--- src/rtl/instr_reg_multiword.sv ---
// instr_reg_multiword: bus-fed instruction register splitting single- and two-word instructions into opcode and operand
module instr_reg_multiword #(
  parameter int BUS_W = 8,
  parameter int OPC_W = 4,
  parameter logic [2**OPC_W-1:0] LONG_MASK = 16'h0C00
) (
  input  logic             clk,
  input  logic             rst,
  input  logic             clr,
  input  logic             load_en,
  input  logic [BUS_W-1:0] bus_in,
  input  logic             send_en,
  output logic [OPC_W-1:0] opcode,
  output logic [BUS_W-1:0] operand,
  output logic [BUS_W-1:0] operand_out,
  output logic             valid,
  output logic             need_word,
  output logic             send_err
);
  typedef enum logic [1:0] {EMPTY, WAIT_OPR, FULL} state_t;
  state_t state_q;
  logic [OPC_W-1:0] opcode_q;
  logic [BUS_W-1:0] operand_q;
  logic send_err_q;
  logic [OPC_W-1:0] bus_opc;
  assign bus_opc = bus_in[BUS_W-1 -: OPC_W];
  always_ff @(posedge clk or posedge rst) begin
    if (rst) begin
      state_q <= EMPTY;
      opcode_q <= '0;
      operand_q <= '0;
      send_err_q <= 1'b0;
    end else if (clr) begin
      state_q <= EMPTY;
      opcode_q <= '0;
      operand_q <= '0;
      send_err_q <= 1'b0;
    end else begin
      send_err_q <= send_en && (state_q != FULL);
      if (load_en) begin
        if (state_q == WAIT_OPR) begin
          operand_q <= bus_in;
          state_q <= FULL;
        end else begin
          opcode_q <= bus_opc;
          state_q <= LONG_MASK[bus_opc] ? WAIT_OPR : FULL;
          operand_q <= LONG_MASK[bus_opc] ? '0 : {{OPC_W{1'b0}}, bus_in[BUS_W-OPC_W-1:0]};
        end
      end
    end
  end
  assign opcode = opcode_q;
  assign operand = operand_q;
  assign valid = (state_q == FULL);
  assign need_word = (state_q == WAIT_OPR);
  assign send_err = send_err_q;
  assign operand_out = (send_en && valid) ? operand_q : '0;
endmodule

--- config.mk ---
export PLATFORM = sky130hd
export DESIGN_NAME = instr_reg_multiword
export DESIGN_NICKNAME = d
export VERILOG_FILES = /design/src/rtl/instr_reg_multiword.sv
export SDC_FILE = /design/constraint.sdc
export NUM_CORES = 1
export LEC_CHECK = 0
export ABC_AREA = 1
export ABC_CLOCK_PERIOD_IN_PS = 1520
export CAP_MARGIN = 40
export CORE_AREA = 5 5 49 51
export CTS_CLUSTER_DIAMETER = 80
export DETAILED_ROUTE_END_ITERATION = 8
export DIE_AREA = 0 0 54 56
export HOLD_SLACK_MARGIN = 0.1
export PLACE_DENSITY = 0.74
export SETUP_SLACK_MARGIN = 0.3
export SLEW_MARGIN = 20
export SYNTH_ARGS = -nofsm -noshare
export SYNTH_HDL_FRONTEND = slang
export SYNTH_SLANG_ARGS = --single-unit
--- constraint.sdc ---
create_clock -name clk -period 1.52 [get_ports clk]
set_clock_uncertainty 0.2 [all_clocks]
set_input_delay 0.304 -clock clk [delete_from_list [all_inputs] [get_ports clk]]
set_output_delay 0.304 -clock clk [all_outputs]
set_load 0.005 [all_outputs]
After elaboration in Yosys (flattened, before gate mapping)
Memories as Yosys holds them, arrays and structs flattened.
Index checks and enable logic that the tools add are counted.
Widths: inputs -> output; s select.
- output and inout bits: 23
- memories kept: 1
- memory bits (read-only): 16
- RAM bits: 0
- latch bits: 0
- bits of input ports: 13
- register bits after elaboration: 15
- word-level logic and storage cells: 28
- memory list (memory ; depth ; width ; read ports ; clocked after memory_dff ; wr ports ; RTL line ; source):
    (name not given) ; 16 ; 1 ; 1 ; 0 ; 0 ; 47 ; operand_q <= LONG_MASK[bus_opc] ? '0 : {{OPC_W{1'b0}}, bus_in[BUS_W-OPC_W-1:0]};
- multiplexer cells: 14
- eq/ne operators: 4
- reductions and logical operators: 4
- order comparisons: 1
- shift operators: 0
- divide/modulo/power cells: 0
- bitwise operators: 0
- multipliers: 0
- add/sub/neg operators: 0
- operators by type and width (kind ; count):
    $mux 8 ; 4
    $mux 4 ; 4
    $mux 2 ; 4
    $lt 4x5->1 const B ; 1
    $ne 2x2->1 const B ; 2
    $eq 2x1->1 const B ; 1
    $eq 2x2->1 const B ; 1
    $logic_and 1x1->1 ; 2
    $mux 1 ; 2
    $reduce_and 2->1 ; 1
    $reduce_bool 2->1 ; 1

Logic depth before layout (Yosys ltp)
- depth in word-level cells: 6
- gate-level depth with buffers: 5
- depth with buffers taken out: 5

Worst setup path after synthesis
No wires, ideal clock.
- path kind: flip-flop to output port
- from: register state_q[0]
- to: output port operand_out[0]
- stages on the path, launching flop included: 4
- buffers on the path: 0
- required time: 1.016 ns
- slack: 0.151 ns
- arrival: 0.865 ns
- cells stage by stage: dfrtp_1 nor2_1 nand2_1 nor2_1
- word-level cells in the longest chain between the ends: 3
- RTL lines (what ; RTL line ; source):
    from (decl) ; 21 ; state_t state_q;
    from (signal assigned) ; 46 ; state_q <= LONG_MASK[bus_opc] ? WAIT_OPR : FULL;
    $eq 2x2->1 ; 54 ; assign valid = (state_q == FULL);
    via valid ; 16 ; output logic valid,
    $logic_and 1x1->1 ; 57 ; assign operand_out = (send_en && valid) ? operand_q : '0;
    $mux 8 ; 57 ;
    to (decl) ; 15 ; output logic [BUS_W-1:0] operand_out,
The timed path passes the listed nets, and every way through them passes these cells.

Worst setup path in the final report
- from: register state_q[0]
- to: output port operand_out[3]
- word-level cells in the longest chain between the ends: 3
- RTL lines (what ; RTL line):
    $eq 2x2->1 ; 54
    $logic_and 1x1->1 ; 57
    $mux 8 ; 57
No other way between the ends.

==> flow_summary.json <==
{
  "grtUsageMet2_pct": 27.0,
  "cp_common_cell": "nor2_4",
  "area_delta_synth_final_pct": 101,
  "fin_area_um2": 1350,
  "finalWorstSetupSlack_ns": -0.227,
  "cts-root-buf": "clkbuf_4",
  "violations": "setup timing",
  "rsz0062_at_grt": "true",
  "rows": 16,
  "relSlewSlack_pct": 79.9,
  "finalWirelength_um": 2410,
  "ys.flop_type": "dfrtp_1",
  "cts_buffer_depth": 2,
  "yosys-top-cells-count": "nand2_1 (20), dfrtp_1 (15), inv_1 (13)",
  "finalPower_mw": 0.920,
  "antenna_found_initial": 0,
  "synth_area_leader_cell": "dfrtp_1",
  "synth-compound-area-share_pct": 8.79,
  "start_util_pct": 35.2,
  "multiInputGateArea_um2": 400,
  "ys_seq_elements": 15,
  "cp.required_ns": 1.02,
  "seq_area_um2": 375,
  "synth_area_leaders": "dfrtp_1 (56%), nand2_1 (11%), inv_1 (7.3%)",
  "synthAdderAreaFrac_pct": 0,
  "grt_max_degree": 16,
  "slew_viol_final": 0,
  "cp-start-kind": "register",
  "finalWeightedCongestion": 0.808,
  "dr.pass1.iters": 4,
  "power.density_nw_per_um2": 683,
  "grtUsageTotal_pct": 16.1,
  "syn_nets": 95,
  "synth_top_family_by_area": "simple AND/OR/NAND/NOR gates",
  "synth-xor-area-share_pct": 0,
  "syn_inst": 82,
  "slowest_stage": "dfrtp_1",
  "cts_made_buffers": 3,
  "finish.utilization_pct": 70.9,
  "crit_type": "reg2out",
  "synth.top_cell.area_share_pct": 56.1,
  "ant_nets": 0,
  "finalNetCount": 160,
  "h-tree-depth": 1,
  "syn_area_per_cell_um2": 8.16,
  "die_h_um": 56,
  "fin_setup_tns_ns": -2.06,
  "cp-end-kind": "output pin",
  "grt_overflow": 0,
  "path_clk_slew_ns": 0.09,
  "synth-edff-count": 0,
  "ys.warnings.count": 0,
  "grt_pass1_vias": 773,
  "finalCriticalPeriod_ns": 1.75,
  "fill_cells": 119,
  "crit_fanout": 6,
  "busiest_layer": "met2",
  "place_area_um2": 1150,
  "yosysMostFrequentCell": "nand2_1",
  "vdd_drop_max_mv": 0.435,
  "dp_cells": 152,
  "worst_slew_pin_slew_ns": 0.302,
  "die_area_um2": 3020,
  "syn-cell-area_um2": 669,
  "avgRoutedWirePerCell_um": 13.9,
  "io_buffers": 35,
  "hold_viol_final": 0,
  "setup_viol": 10,
  "first_iter_violations": 6,
  "dp_slack_ns": -0.558,
  "insertion_delay_ns": 0.28,
  "synth.distinct_cells": 13,
  "ys_seq_area_share_pct": 56.1,
  "slowest_delay_ns": 0.42,
  "viasPerCell": 4.61,
  "stdcell_count": 173,
  "cts_tree": "done",
  "async_reset_ff_share_pct": 100,
  "p_leak_nw": 0.697,
  "core_area_um2": 1900,
  "synthSimpleGateAreaFrac_pct": 26.2,
  "hold_slack_ns": 0.118,
  "cap_violations": 0,
  "num_vias": 797,
  "timing.final.crit_share_pct": 115,
  "grt_pass1_wl_um": 3580,
  "fmax_ghz": 0.572,
  "hp-class": "in2async",
  "insertedDiodeCount": 0,
  "hpwl_um": 1570,
  "critPathBufInv": 2,
  "drive_above_1_share_pct": 58.2,
  "use_met1_pct": 19.3,
  "die_w_um": 54,
  "status": "finished with violations",
  "drcViolationCount": 0,
  "worstPathCellList": "nor2_4 > nand2_4 > buf_6 > nor2_4 > buf_2",
  "boundaryPins": 36,
  "critical-path-top-delay-family": "flip-flops",
  "hold_buffers": 0,
  "muxShareOfSynthArea_pct": 0,
  "cts.sinks": 15,
  "arrival_ns": 1.24,
  "use_met3_pct": 1.34
}
## report_power, final
group | total (mW) | internal [mW] | leakage, nW | switching [mW]
combinational | 0.259 | 0.133 | 0.481 | 0.126
clock | 0.232 | 0.102 | 0.0150 | 0.130
sequential | 0.430 | 0.419 | 0.201 | 0.0110
total | 0.920 | 0.654 | 0.697 | 0.266
## area by class of cell
type	count	area share, %
Sequential cell	15	27.9
Clock buffer	4	1.95
Timing Repair Buffer	60	33.5
Tap cell	27	2.51
Inverter	16	4.46
Multi-Input combinational cell	51	29.7
## kinds of logic after synthesis
| family | after synthesis |
|---|---|
| and+or+nand+nor | 41 |
| buffers and inverters | 16 |
| DFF | 15 |
| AOI/OAI and AO/OA | 10 |
## layout by cell type (no fill, tap or decap)
master,n
buf_2,22
buf_4,18
buf_6,8
clkbuf_1,1
clkbuf_4,3
clkdlybuf4s50_1,9
clkinv_1,1
dfrtp_1,15
dlygate4sd2_1,3
inv_1,11
inv_2,4
nand2_1,15
nand2_2,1
nand2_4,3
nand2_8,1
nand3_2,7
nand3_4,2
nor2_1,1
nor2_2,5
nor2_4,6
o21ai_1,2
o21ai_2,4
o22ai_1,3
o22ai_2,1
## flip-flops by register name (all words and copies together), names as in the netlist
signal / count
state_q: 2
send_err: 1
operand: 8
opcode: 4
## repair_timing
action | 4_1_cts | 5_1_grt
pin swaps | 4 | 5
hold endpoints to repair | 0 | 0
buffers inserted | 11 | 6
gates resized for setup | 122 | 12
endpoints found under the setup margin | 38 | 37
## final timing paths
path,from,to,slack (ns),depth (start not counted)
max in group asynchronous,rst,operand[3],0.83,3
setup reg to reg,state_q[0],state_q[1],0.05,7
min in group clk,send_en,send_err,0.25,3
hold / removal,rst,operand[7],0.12,3
hold reg to reg,opcode[3],opcode[3],0.36,2
setup / recovery,state_q[0],operand_out[3],-0.23,5
## tightest hold or removal path: cells and delay by family
| kind | cells | cell delay (ns) |
|---|---|---|
| buf+inv | 3 | 0.67 |
## per-layer routing
layer  vias to the layer above  part of all wire (%)
li1                        385                     -
met1                       384                    40
met2                        24                    53
met3                         4                   5.1
met4                         0                   1.7
met5                         -                     0
Power figures use the tool's default switching activity.
